--- src/rtl/uart_rx_os.sv ---
// Oversampling UART receiver with one-entry valid/ready output register.
// Optional parity check enabled by defining UART_RX_PARITY_EN.
module uart_rx_os #(
  parameter int DATA_W       = 8,
  parameter int CLKS_PER_BIT = 16,
  parameter int PARITY_ODD   = 0
) (
  input  logic              i_clk,
  input  logic              i_rst_n,
  input  logic              i_uart_rx,
  output logic [DATA_W-1:0] o_data,
  output logic              o_valid,
  input  logic              i_ready,
  output logic              o_frame_err,
  output logic              o_parity_err,
  output logic              o_overrun
);

  localparam int CW = $clog2(CLKS_PER_BIT);
  localparam int IW = $clog2(DATA_W + 1);
  localparam int H  = CLKS_PER_BIT / 2;

  localparam logic [CW-1:0] CNT_LAST = CW'(CLKS_PER_BIT - 1);
  localparam logic [CW-1:0] CNT_MID  = CW'(H - 1);
  localparam logic [IW-1:0] IDX_LAST = IW'(DATA_W - 1);
  localparam logic          ODD      = (PARITY_ODD != 0);

  typedef enum logic [2:0] {
    S_IDLE,
    S_START,
    S_DATA,
`ifdef UART_RX_PARITY_EN
    S_PARITY,
`endif
    S_STOP,
    S_BREAK
  } state_t;

  state_t            state_q;
  logic              sync1_q;
  logic              sync2_q;
  logic [CW-1:0]     cnt_q;
  logic [CW-1:0]     cnt_d;
  logic [IW-1:0]     idx_q;
  logic [DATA_W-1:0] shreg_q;
  logic [DATA_W-1:0] data_q;
  logic              valid_q;
  logic              ferr_q;
  logic              perr_q;
  logic              ovr_q;
  logic              line;
  logic              bit_end;
  logic              can_load;
  logic              par_bad;

  assign line     = sync2_q;
  assign bit_end  = (cnt_q == CNT_LAST);
  assign can_load = ~valid_q | i_ready;

`ifdef UART_RX_PARITY_EN
  logic par_bad_q;
  assign par_bad = par_bad_q;
`else
  // Parity sense has no meaning without parity checking.
  assign par_bad = 1'b0 & ODD;
`endif

  // Bit-period counter wraps after CLKS_PER_BIT cycles.
  always_comb begin
    cnt_d = bit_end ? '0 : cnt_q + 1'b1;
  end

  // Two-flop synchroniser, idles high.
  always_ff @(posedge i_clk or negedge i_rst_n) begin
    if (!i_rst_n) begin
      sync1_q <= 1'b1;
      sync2_q <= 1'b1;
    end else begin
      sync1_q <= i_uart_rx;
      sync2_q <= sync1_q;
    end
  end

  // Frame FSM plus output register and overrun pulse.
  always_ff @(posedge i_clk or negedge i_rst_n) begin
    if (!i_rst_n) begin
      state_q <= S_IDLE;
      cnt_q   <= '0;
      idx_q   <= '0;
      shreg_q <= '0;
      data_q  <= '0;
      valid_q <= 1'b0;
      ferr_q  <= 1'b0;
      perr_q  <= 1'b0;
      ovr_q   <= 1'b0;
`ifdef UART_RX_PARITY_EN
      par_bad_q <= 1'b0;
`endif
    end else begin
      ovr_q <= 1'b0;
      if (valid_q && i_ready) valid_q <= 1'b0;
      unique case (state_q)
        S_IDLE: begin
          cnt_q <= '0;
          if (!line) state_q <= S_START;
        end
        S_START: begin
          if (cnt_q == CNT_MID) begin
            cnt_q <= '0;
            idx_q <= '0;
            state_q <= line ? S_IDLE : S_DATA;
          end else begin
            cnt_q <= cnt_d;
          end
        end
        S_DATA: begin
          cnt_q <= cnt_d;
          if (bit_end) begin
            shreg_q <= {line, shreg_q[DATA_W-1:1]};
            if (idx_q == IDX_LAST) begin
              idx_q <= '0;
`ifdef UART_RX_PARITY_EN
              state_q <= S_PARITY;
`else
              state_q <= S_STOP;
`endif
            end else begin
              idx_q <= idx_q + 1'b1;
            end
          end
        end
`ifdef UART_RX_PARITY_EN
        S_PARITY: begin
          cnt_q <= cnt_d;
          if (bit_end) begin
            par_bad_q <= line ^ (^shreg_q) ^ ODD;
            state_q   <= S_STOP;
          end
        end
`endif
        S_STOP: begin
          cnt_q <= cnt_d;
          if (bit_end) begin
            state_q <= line ? S_IDLE : S_BREAK;
            if (can_load) begin
              data_q  <= shreg_q;
              ferr_q  <= ~line;
              perr_q  <= par_bad;
              valid_q <= 1'b1;
            end else begin
              ovr_q <= 1'b1;
            end
          end
        end
        S_BREAK: begin
          if (line) state_q <= S_IDLE;
        end
        default: state_q <= S_IDLE;
      endcase
    end
  end

  assign o_data       = data_q;
  assign o_valid      = valid_q;
  assign o_frame_err  = ferr_q;
  assign o_parity_err = perr_q;
  assign o_overrun    = ovr_q;

endmodule
--- config.mk ---
export PLATFORM = sky130hd
export DESIGN_NAME = uart_rx_os
export DESIGN_NICKNAME = d
export VERILOG_FILES = /design/src/rtl/uart_rx_os.sv
export SDC_FILE = /design/constraint.sdc
export NUM_CORES = 1
export LEC_CHECK = 0
export CAP_MARGIN = 0
export CORE_UTILIZATION = 49
export CTS_CLUSTER_SIZE = 12
export DETAILED_ROUTE_END_ITERATION = 12
export GPL_TIMING_DRIVEN = 1
export PLACE_DENSITY = 0.74
export SLEW_MARGIN = 20
export SYNTH_ARGS = -nofsm -noshare
export SYNTH_HDL_FRONTEND = slang
export SYNTH_SLANG_ARGS = --single-unit
--- constraint.sdc ---
create_clock -name i_clk -period 1.68 [get_ports i_clk]
set_clock_uncertainty 0.05 [all_clocks]
set_input_delay 0.336 -clock i_clk [delete_from_list [all_inputs] [get_ports i_clk]]
set_output_delay 0.336 -clock i_clk [all_outputs]
set_load 0.01 [all_outputs]
# After elaboration in Yosys (flattened, before gate mapping)
# Cells that the tools add are included.
word_totals:
  output_inout_bits: 12
  elab_cells: 60
  register_bits: 32
op_classes:
  n_eq_ne: 13
  n_reduce_logical: 9
  bitwise: 3
  add_sub_neg: 2
  mux: 23
ops:
  columns: ["op", "count"]
  rows:
  - ["$mux W3", 7]
  - ["$mux W4", 5]
  - ["$pmux W3 S5", 1]
  - ["$ne A2 B2 Y1 const B", 6]
  - ["$pmux W4 S3", 1]
  - ["$add A4 B1 Y4 const B", 2]
  - ["$eq A4 B3 Y1 const B", 2]
  - ["$pmux W4 S2", 1]
  - ["$mux W1", 7]
  - ["$eq A3 B2 Y1 const B", 2]
  - ["$reduce_and A3 Y1", 2]
  - ["$reduce_and A6 Y1", 1]
  - ["$eq A4 B4 Y1 const B", 1]
  - ["$eq A3 B1 Y1 const B", 1]
  - ["$eq A3 B3 Y1 const B", 1]
  - ["$logic_not A3 Y1", 1]
  - ["$reduce_bool A3 Y1", 1]
  - ["$mux W2", 1]
  - ["$not A1 Y1", 2]
  - ["$reduce_and A2 Y1", 1]
  - ["$reduce_bool A2 Y1", 1]
  - ["$reduce_or A2 Y1", 1]
  - ["$logic_and A1 B1 Y1", 1]
  - ["$or A1 B1 Y1", 1]

# Longest topological paths before layout
# Gate-level depths: netlist (run 1).
logic_depth:
  word_depth: 5
  ltp_mapped: 5
  ltp_nobuf: 5

# Worst setup path before layout (run 1)
# No wires, ideal clock.
synth_path:
  path_type: "reg2reg"
  from: "register cnt_q[0]"
  to: "register shreg_q[0]"
  slack_ns: -0.108
  path_buffers: 0
  stages_incl_launch_ff: 6
  setup_ns: 0.125
  t_arrival_ns: 1.614
  t_required_ns: 1.505
  cell_sequence: "dfrtp_1 ha_1 nor2b_1 nand2_1 nor2_2 mux2_2"
synth_via:
  elab_chain_len: 2
synth_lines:
  columns: ["element", "line", "rtl"]
  rows:
  - ["start, declared", "42", "logic [CW-1:0] cnt_q;"]
  - ["start signal, assigned", "113", "cnt_q <= cnt_d;"]
  - ["start signal, assigned", "117", "cnt_q <= cnt_d;"]
  - ["start signal, assigned", "142", "cnt_q <= cnt_d;"]
  - ["$eq A4 B4 Y1", "57", "assign bit_end = (cnt_q == CNT_LAST);"]
  - ["$reduce_and A2 Y1 (no line)", null, null]
  - ["end signal, assigned", "119", "shreg_q <= {line, shreg_q[DATA_W-1:1]};"]
  - ["end, declared", "45", "logic [DATA_W-1:0] shreg_q;"]
# No other way between the ends.
# A chain may end at the register's enable or synchronous reset.

# Worst setup path after layout (run 1)
layout_path:
  from: "register cnt_q[0]"
  to: "register data_q[6] (netlist: o_data[6])"
layout_via:
  elab_chain_len: 2
layout_lines:
  columns: ["element", "line", "rtl"]
  rows:
  - ["$eq A4 B4 Y1", "57", null]
  - ["$reduce_and A3 Y1 (no line)", null, null]
  - ["end signal, assigned", "146", "data_q <= shreg_q;"]
  - ["end, declared", "46", "logic [DATA_W-1:0] data_q;"]
# No other way between the ends.

==> results of run 1 <==
[synth_stat cells]
cell type,number
inv_1,4
o31ai_1,2
dfstp_2,2
a2111o_1,1
buf_6,2
o2111ai_1,1
buf_2,1
nand2b_1,2
and3_1,3
o41ai_1,1
o2bb2ai_1,1
xor2_1,1
nand3b_1,1
nor2b_1,2
a22o_1,2
a21bo_2,1
clkbuf_1,1
ha_1,2
a2bb2oi_1,1
nand3_1,2
nor2_1,7
a21o_1,2
o211ai_1,1
dfrtp_1,30
buf_4,1
a211oi_2,1
mux2i_1,2
nand2_1,7
conb_1,1
nor2_2,1
mux2_2,18
a311o_1,1
or3b_1,1
clkbuf_2,1
nand4b_1,1
a21oi_1,2
nand4_2,1
nor3_1,1
o21ai_0,7
[placed cells by master (no fill, tap or decap), types with 2 or more instances in the layout]
cell type / n
and3_1: 3
o31ai_1: 2
inv_1: 4
mux2_2: 18
nand2_1: 6
nor2_1: 7
mux2i_1: 2
o21ai_0: 7
clkbuf_4: 5
nand2b_1: 2
buf_4: 21
a21oi_1: 2
buf_6: 2
dfrtp_1: 29
nand3_1: 2
clkbuf_8: 2
a22o_1: 2
a21o_1: 2
dfstp_2: 2
clkdlybuf4s50_1: 14
[critical path: stages, from the launching register on]
cell and delay (ns):
dfrtp_1 0.40, ha_2 0.22, nor2b_4 0.14, buf_4 0.14
nand4_2 0.11, buf_6 0.14, mux2_2 0.34
[sequential cells by signal (all words and copies together) (netlist names)]
register,count
o_data,8
shreg_q,8
cnt_q,4
idx_q,4
state_q,3
line,1
o_frame_err,1
o_overrun,1
o_valid,1
sync1_q,1
[metal layers]
layer / up-vias / share of wire [%] / global-route usage [%]
li1: 509 / - / -
met2: 12 / 50 / 33.9
met1: 510 / 46 / 24.2
met5: - / 0 / 0
met3: 4 / 2.4 / 4.84
met4: 0 / 1.7 / 10.5
[kinds of logic (layout without fill, tap and decap cells)]
group                      after synthesis  in the layout  synth area share (%)
DFF                                     32             32                  55.2
xor gates and xnor gates                 1              1                 0.601
muxes                                   20             20                  15.3
AOI/OAI and AO/OA                       24             24                  12.3
other                                    1              1                 0.257
adders and majority gates                2              2                  1.72
buffers and inverters                   10             50                  4.04
and+or+nand+nor                         29             30                  10.7
[power groups by stage]
stage,clock [mW],combinational (mW),sequential (mW)
finish,0.655,0.820,0.925
floorplan,0,0.473,0.917
global route,0.700,0.904,0.936
global placement,0,0.682,0.933
detailed placement,0,0.709,0.936
CTS,0.672,0.717,0.924
[per-stage QoR]
stage	setup slack [ns]	std cells	area [µm²]
after global placement	-0.00194	178	1760
after global routing	-0.0173	191	1930
after CTS	0.00458	186	1860
after floorplan	0.0234	119	1460
after detailed placement	-0.0548	178	1760
final	0.0327	191	1930
[final timing paths]
| kind | end | slack [ns] | depth (start not counted) | startpoint |
|---|---|---|---|---|
| min in group i_clk | line | 0.31 | 0 | sync1_q |
| setup reg to reg | o_data[6] | 0.03 | 6 | cnt_q[0] |
| hold / removal | cnt_q[1] | 0.31 | 2 | i_rst_n |
| max in group asynchronous | sync1_q | 1.02 | 2 | i_rst_n |
| setup / recovery | o_data[6] | 0.03 | 6 | cnt_q[0] |
| hold reg to reg | line | 0.31 | 0 | sync1_q |
[timing repair]
| item | 4_1_cts | 5_1_grt |
|---|---|---|
| gates cloned | 0 | 2 |
| resized for setup | 2 | 7 |
| pin swaps | 0 | 4 |
| buffers inserted | 0 | 3 |
| setup endpoints to repair | 18 | 22 |
[cell type report]
| class | count | area (µm²) |
|---|---|---|
| Clock inverter | 1 | 30.0 |
| Clock buffer | 7 | 65.1 |
| Sequential cell | 32 | 805 |
| Timing Repair Buffer | 38 | 340 |
| Tap cell | 31 | 38.8 |
| Multi-Input combinational cell | 78 | 632 |
| Fill cell | 193 | 856 |
| Inverter | 4 | 15.0 |
==> impl_metrics.py, run 1 <==
metrics = {
    "outcome": {
        "outcome": "finished clean",
    },
    "synth": {
        "ys_types": 39,
        "netlist_area_um2": 1460,
        "yosysTopAreaCellShare_pct": 51.5,
        "netlist_instances": 119,
        "syn_avg_cell_area_um2": 12.2,
        "synth_largest_area_cell": "dfrtp_1",
        "synth_seq_area_share_pct": 55.2,
        "synth.area.top_cells": "dfrtp_1 52%, mux2_2 14%, dfstp_2 3.6%",
        "yosys_warnings": 0,
        "ys_seq_elements": 32,
        "synthesis.nets": 125,
    },
    "timing": {
        "setup_tns_ns": 0,
        "fin_crit_ns": 1.65,
        "drv_slew": 0,
        "whs_ns": 0.308,
        "hold_viol_final": 0,
        "min_period_over_period_pct": 98.1,
        "max_freq_mhz": 607,
        "setup_viol_count_final": 0,
    },
    "pwr": {
        "power_frac_seq_pct": 38.6,
        "swShare_pct": 30.0,
        "p_int_mw": 1.68,
        "pwr-share-comb_pct": 34.2,
        "p_switching_uw": 720,
        "p_per_area_nw_per_um2": 1250,
        "p_leak_nw": 0.921,
        "irDropWorstVdd_mv": 1.07,
        "totalPowerFinal_mw": 2.40,
        "pwr-share-clk_pct": 27.3,
    },
    "route": {
        "vias": 1035,
        "first_iter_violations": 10,
        "ant_nets": 0,
        "totalWireLength_um": 2880,
        "vias_per_cell": 5.42,
        "avgRoutedWirePerCell_um": 15.1,
        "first_pass_iters": 5,
        "drcViolationCount": 0,
    },
    "floorplanning": {
        "die-area_um2": 3190,
        "num_rows": 19,
        "start_util_pct": 52.4,
        "io_pins": 16,
        "fp.dieW_um": 56.5,
        "coreArea_um2": 2780,
        "die_h_um": 56.5,
    },
    "clock_network": {
        "cts_hold_buf": 0,
        "cts_made_buffers": 5,
        "cts.sinks": 32,
        "cts_tree": "built",
        "htree_levels": 2,
        "path_clk_slew_ns": 0.10,
        "cts_buffer_depth": 2,
        "clockRootBuffer": "clkbuf_4",
        "insertion_delay_ns": 0.32,
    },
    "grt": {
        "grt.overflow.total": 0,
        "grt_first_pass_wirelength_um": 4860,
        "grt_usage_pct": 20.3,
        "grt_pass1_vias": 1093,
        "antenna_found_initial": 0,
        "grt_max_degree": 33,
    },
    "worst_setup_path": {
        "crit_arrival_ns": 1.81,
        "crit_required_ns": 1.84,
        "worstPathMaxFanout": 5,
        "critPathKind": "flop to flop",
        "start_kind": "flop",
        "critPathCaptureType": "flop",
    },
    "finish": {
        "n_antenna_cell": 0,
        "nets": 165,
        "drive_gt1_share_pct": 38.8,
        "finish.utilization_pct": 69.2,
        "area_growth_pct": 32.2,
    },
    "job": {
        "cap_violations": 0,
    },
    "place": {
        "gp_congestion": 0.916,
        "dp_hpwl_um": 1980,
        "portBuffers": 14,
    },
    "hold_path": {
        "hp-class": "input pin to async pin",
    },
}
(Power assumes the default switching activity.)
==> run 2, diff against run 1 <==
Settings changed: CORE_MARGIN from default to 2, PLACE_DENSITY 0.74 to 0.84.
==> impl_metrics.py, run 2 (synthesis gave the netlist of run 1 again) <==
metrics = {
    "timing": {
        "setup_tns_ns": 0,
        "whs_ns": 0.309,
        "setup_viol_count_final": 0,
        "rsz0062_at_grt": "true",
        "fin_crit_ns": 1.65,
        "hold_viol_final": 0,
        "fin_ws_ns": 0.0325,
        "min_period_over_period_pct": 98.1,
        "drv_slew": 0,
        "max_freq_mhz": 607,
    },
    "finish": {
        "area_growth_pct": 29.6,
        "fill_cells": 194,
        "n_antenna_cell": 0,
        "nets": 161,
        "final_cell_mix": "28 x dfrtp_1, 19 x buf_4, 18 x mux2_2, 8 x clkdlybuf4s50_1, 7 x nor2_1",
        "drive_gt1_share_pct": 39.7,
        "final_common_cell": "dfrtp_1",
        "final_area_um2": 1890,
    },
    "route": {
        "vias": 1054,
        "vias_per_cell": 5.64,
        "first_pass_iters": 4,
        "drcViolationCount": 0,
        "avgRoutedWirePerCell_um": 16.0,
        "totalWireLength_um": 3000,
        "first_iter_violations": 28,
        "ant_nets": 0,
    },
    "grt": {
        "antenna_found_initial": 0,
        "grt_max_degree": 33,
        "grt_pass1_vias": 1047,
        "grt_first_pass_wirelength_um": 4750,
        "grt.overflow.total": 0,
        "grt_usage_pct": 19.1,
    },
    "floorplanning": {
        "die_h_um": 58.5,
        "num_rows": 19,
        "fp.dieW_um": 58.5,
        "io_pins": 16,
        "start_util_pct": 52.4,
        "die-area_um2": 3420,
        "coreArea_um2": 2780,
    },
    "worst_setup_path": {
        "rrSetupSlack_ns": 0.03,
        "crit_arrival_ns": 1.83,
        "timing.rr.end": "idx_q[2]",
        "reg2regPathDepth": 4,
        "start_kind": "flop",
        "critPathKind": "flop to flop",
        "timing.rr.start": "cnt_q[3]",
        "worstPathMaxFanout": 7,
        "critPathCaptureType": "flop",
        "crit_required_ns": 1.87,
    },
    "outcome": {
        "outcome": "finished clean",
    },
    "clock_network": {
        "cts_hold_buf": 0,
        "cts_made_buffers": 5,
        "htree_levels": 2,
        "insertion_delay_ns": 0.35,
        "cts.sinks": 32,
        "cts_buffer_depth": 2,
        "cts_tree": "built",
        "path_clk_slew_ns": 0.11,
        "clockRootBuffer": "clkbuf_4",
    },
    "place": {
        "gp_congestion": 0.796,
        "portBuffers": 14,
        "dp_hpwl_um": 1980,
        "dp_slack_ns": -0.0495,
        "placedInstanceArea_um2": 1730,
    },
    "pwr": {
        "p_leak_nw": 0.973,
        "p_per_area_nw_per_um2": 1170,
        "irDropWorstVdd_mv": 0.882,
        "totalPowerFinal_mw": 2.21,
    },
    "hold_path": {
        "hp-class": "input pin to async pin",
    },
    "job": {
        "cap_violations": 0,
    },
}
## run 2: cell count changes in the layout (fill, tap and decap cells not counted), moves of 2 or more
cell	previous run	this run
buf_4	21	19
dlymetal6s2s_1	0	5
clkdlybuf4s50_1	14	8
clkinvlp_4	0	2
## run 2: worst max path at each step
stage / from / to / slack, ns / cells past startpoint
after floorplan: state_q[2] / state_q[0] / 0.02 / 5
after global placement: i_ready / o_data[2] / -0.01 / 5
after detailed placement: i_ready / o_data[7] / -0.05 / 5
after CTS: cnt_q[3] / idx_q[2] / 0.008 / 4
after global routing: state_q[1] / idx_q[2] / -0.05 / 4
final: cnt_q[3] / idx_q[2] / 0.03 / 4
## run 2: layout make-up
cell class | count | area [µm²] | area share (%)
flip-flops and latches | 32 | 806 | 42.7
multi-input cells | 78 | 657 | 34.8
repair buffers | 34 | 305 | 16.2
clock buffers | 6 | 51.3 | 2.72
well taps | 31 | 38.8 | 2.05
clock inverters | 2 | 15.0 | 0.795
inverters | 4 | 15.0 | 0.795
## run 2: per-layer routing
| metal | global-route usage, % | vias up | routed length (µm) |
|---|---|---|---|
| met2 | 30.7 | 29 | 1540 |
| met4 | 6.98 | 0 | 73 |
| met5 | 0 | - | 0 |
| met3 | 8.13 | 7 | 163 |
| met1 | 22.8 | 517 | 1220 |
| li1 | - | 501 | - |
## run 2: repair_timing
item / in CTS / in global routing
setup endpoints to repair: 21 / 27
resized for setup: 5 / 15
buffers inserted: 1 / 2
pin swaps: 2 / 4
cloned: 0 / 1
## run 2: metrics by stage
stage                     std cells  utilization, %
after global placement          175            62.1
final                           187            67.9
after detailed placement        175            62.1
after floorplan                 119               -
after global routing            187            67.9
after CTS                       184            65.5
## run 2: report_power, final
| part | total, mW | switching, mW | internal (mW) |
|---|---|---|---|
| registers | 0.946 | 0.0942 | 0.852 |
| logic | 0.787 | 0.372 | 0.415 |
| clock network | 0.478 | 0.275 | 0.203 |
| total | 2.21 | 0.741 | 1.47 |
## run 2: worst max-delay path: stages, from the launching register on
cell,delay (ns)
dfrtp_2,0.46
or3b_4,0.40
a211oi_4,0.32
o31ai_2,0.11
a22o_1,0.18
==> run 3, diff against run 2 <==
Settings changed: TNS_END_PERCENT from default to 20.
==> impl_metrics.py, run 3 (synthesis gave the netlist of run 1 again) <==
metrics = {
    "outcome": {
        "outcome": "finished clean",
    },
    "worst_setup_path": {
        "critPathCaptureType": "flop",
        "start_kind": "flop",
        "rrSetupSlack_ns": 0.03,
        "timing.rr.end": "idx_q[2]",
        "crit_arrival_ns": 1.84,
        "crit_required_ns": 1.87,
        "worstPathMaxFanout": 7,
        "reg2regPathDepth": 4,
        "critPathKind": "flop to flop",
        "timing.rr.start": "cnt_q[3]",
    },
    "timing": {
        "fin_crit_ns": 1.65,
        "hold_viol_final": 0,
        "fin_ws_ns": 0.0252,
        "min_period_over_period_pct": 98.5,
        "rsz0062_at_grt": "true",
        "max_freq_mhz": 604,
        "whs_ns": 0.309,
        "setup_viol_count_final": 0,
        "drv_slew": 0,
    },
    "clock_network": {
        "path_clk_slew_ns": 0.11,
        "cts_tree": "built",
        "insertion_delay_ns": 0.35,
        "cts.sinks": 32,
        "cts_hold_buf": 0,
        "clockRootBuffer": "clkbuf_4",
        "htree_levels": 2,
        "cts_buffer_depth": 2,
        "cts_made_buffers": 5,
    },
    "hold_path": {
        "hp-class": "input pin to async pin",
    },
    "route": {
        "ant_nets": 0,
        "vias_per_cell": 5.64,
        "avgRoutedWirePerCell_um": 16.0,
        "totalWireLength_um": 2970,
        "vias": 1043,
        "first_iter_violations": 19,
        "drcViolationCount": 0,
        "first_pass_iters": 4,
    },
    "finish": {
        "final_cell_mix": "28 x dfrtp_1, 18 x mux2_2, 17 x buf_4, 8 x clkdlybuf4s50_1, 7 x nor2_1",
        "area_growth_pct": 28.4,
        "final_area_um2": 1870,
        "nets": 159,
        "n_antenna_cell": 0,
        "drive_gt1_share_pct": 38.3,
        "final_common_cell": "dfrtp_1",
    },
    "place": {
        "gp_congestion": 0.796,
        "dp_hpwl_um": 1980,
        "portBuffers": 14,
        "dp_slack_ns": -0.0495,
        "placedInstanceArea_um2": 1730,
    },
    "floorplanning": {
        "coreArea_um2": 2780,
        "die_h_um": 58.5,
        "start_util_pct": 52.4,
        "fp.dieW_um": 58.5,
        "io_pins": 16,
        "num_rows": 19,
        "die-area_um2": 3420,
    },
    "pwr": {
        "swShare_pct": 33.9,
        "totalPowerFinal_mw": 2.21,
        "pwr-share-comb_pct": 35.2,
        "p_per_area_nw_per_um2": 1180,
        "p_leak_nw": 0.966,
        "power_frac_seq_pct": 42.8,
        "pwr-share-clk_pct": 22.0,
        "irDropWorstVdd_mv": 0.913,
        "p_switching_uw": 747,
        "p_int_mw": 1.46,
    },
    "grt": {
        "grt_usage_pct": 18.9,
        "grt.overflow.total": 0,
        "grt_pass1_vias": 1044,
        "grt_first_pass_wirelength_um": 4710,
        "grt_max_degree": 33,
        "antenna_found_initial": 0,
    },
    "job": {
        "cap_violations": 0,
    },
}
-- run 3: cell count changes in the layout (fill, tap and decap cells not counted), sizes merged --
cell | previous run | this run
buf | 20 | 18
-- run 3: worst max path at each step --
stage / startpoint / cells after the start / to
4_1_cts: cnt_q[0] / 5 / shreg_q[4]
5_1_grt: state_q[1] / 4 / idx_q[2]
2_1_floorplan: state_q[2] / 5 / state_q[0]
3_5_place_dp: i_ready / 5 / o_data[7]
3_3_place_gp: i_ready / 5 / o_data[2]
6_report: cnt_q[3] / 4 / idx_q[2]
-- run 3: per-stage QoR --
step                utilization, %  std cells  setup TNS (ns)
floorplan                        -        119               0
global placement              62.1        175         -0.0752
detailed placement            62.1        175          -0.508
CTS                           64.9        183        -0.00667
global route                  67.3        185          -0.103
finish                        67.3        185               0
-- run 3: worst max-delay path, stage by stage (launching register included) --
cell      delay [ns]
dfrtp_2         0.47
or3b_4          0.40
a211oi_4        0.33
o31ai_2         0.11
a22o_1          0.18
-- run 3: layout make-up --
type                    instances  area [µm²]
clock buffers                   6        51.3
clock inverters                 2        15.0
fillers                       193         911
inverters                       4        15.0
multi-input cells              78         654
flip-flops and latches         32         806
well taps                      31        38.8
repair buffers                 32         290
-- run 3: what timing repair did --
item	in CTS	in global routing
endpoints found under the setup margin	21	28
cloned	0	1
gates resized for setup	4	15
buffers inserted	0	1
pin swaps	2	4
hold endpoints to repair	0	0
-- run 3: power by group through the flow --
stage	Combinational, mW	Sequential [mW]	Clock, mW
after floorplan	0.473	0.917	0
after global placement	0.636	0.938	0
after CTS	0.692	0.927	0.496
final	0.776	0.945	0.485
after detailed placement	0.670	0.942	0
after global routing	0.842	0.955	0.528
-- run 3: routing by layer --
layer / part of all wire, % / vias up / wire length (µm) / GRT usage (%)
met4: 2.4 / 0 / 72 / 6.98
li1: - / 497 / - / -
met3: 5.0 / 7 / 148 / 8.13
met2: 49 / 25 / 1460 / 30.5
met5: 0 / - / 0 / 0
met1: 43 / 514 / 1290 / 22.4
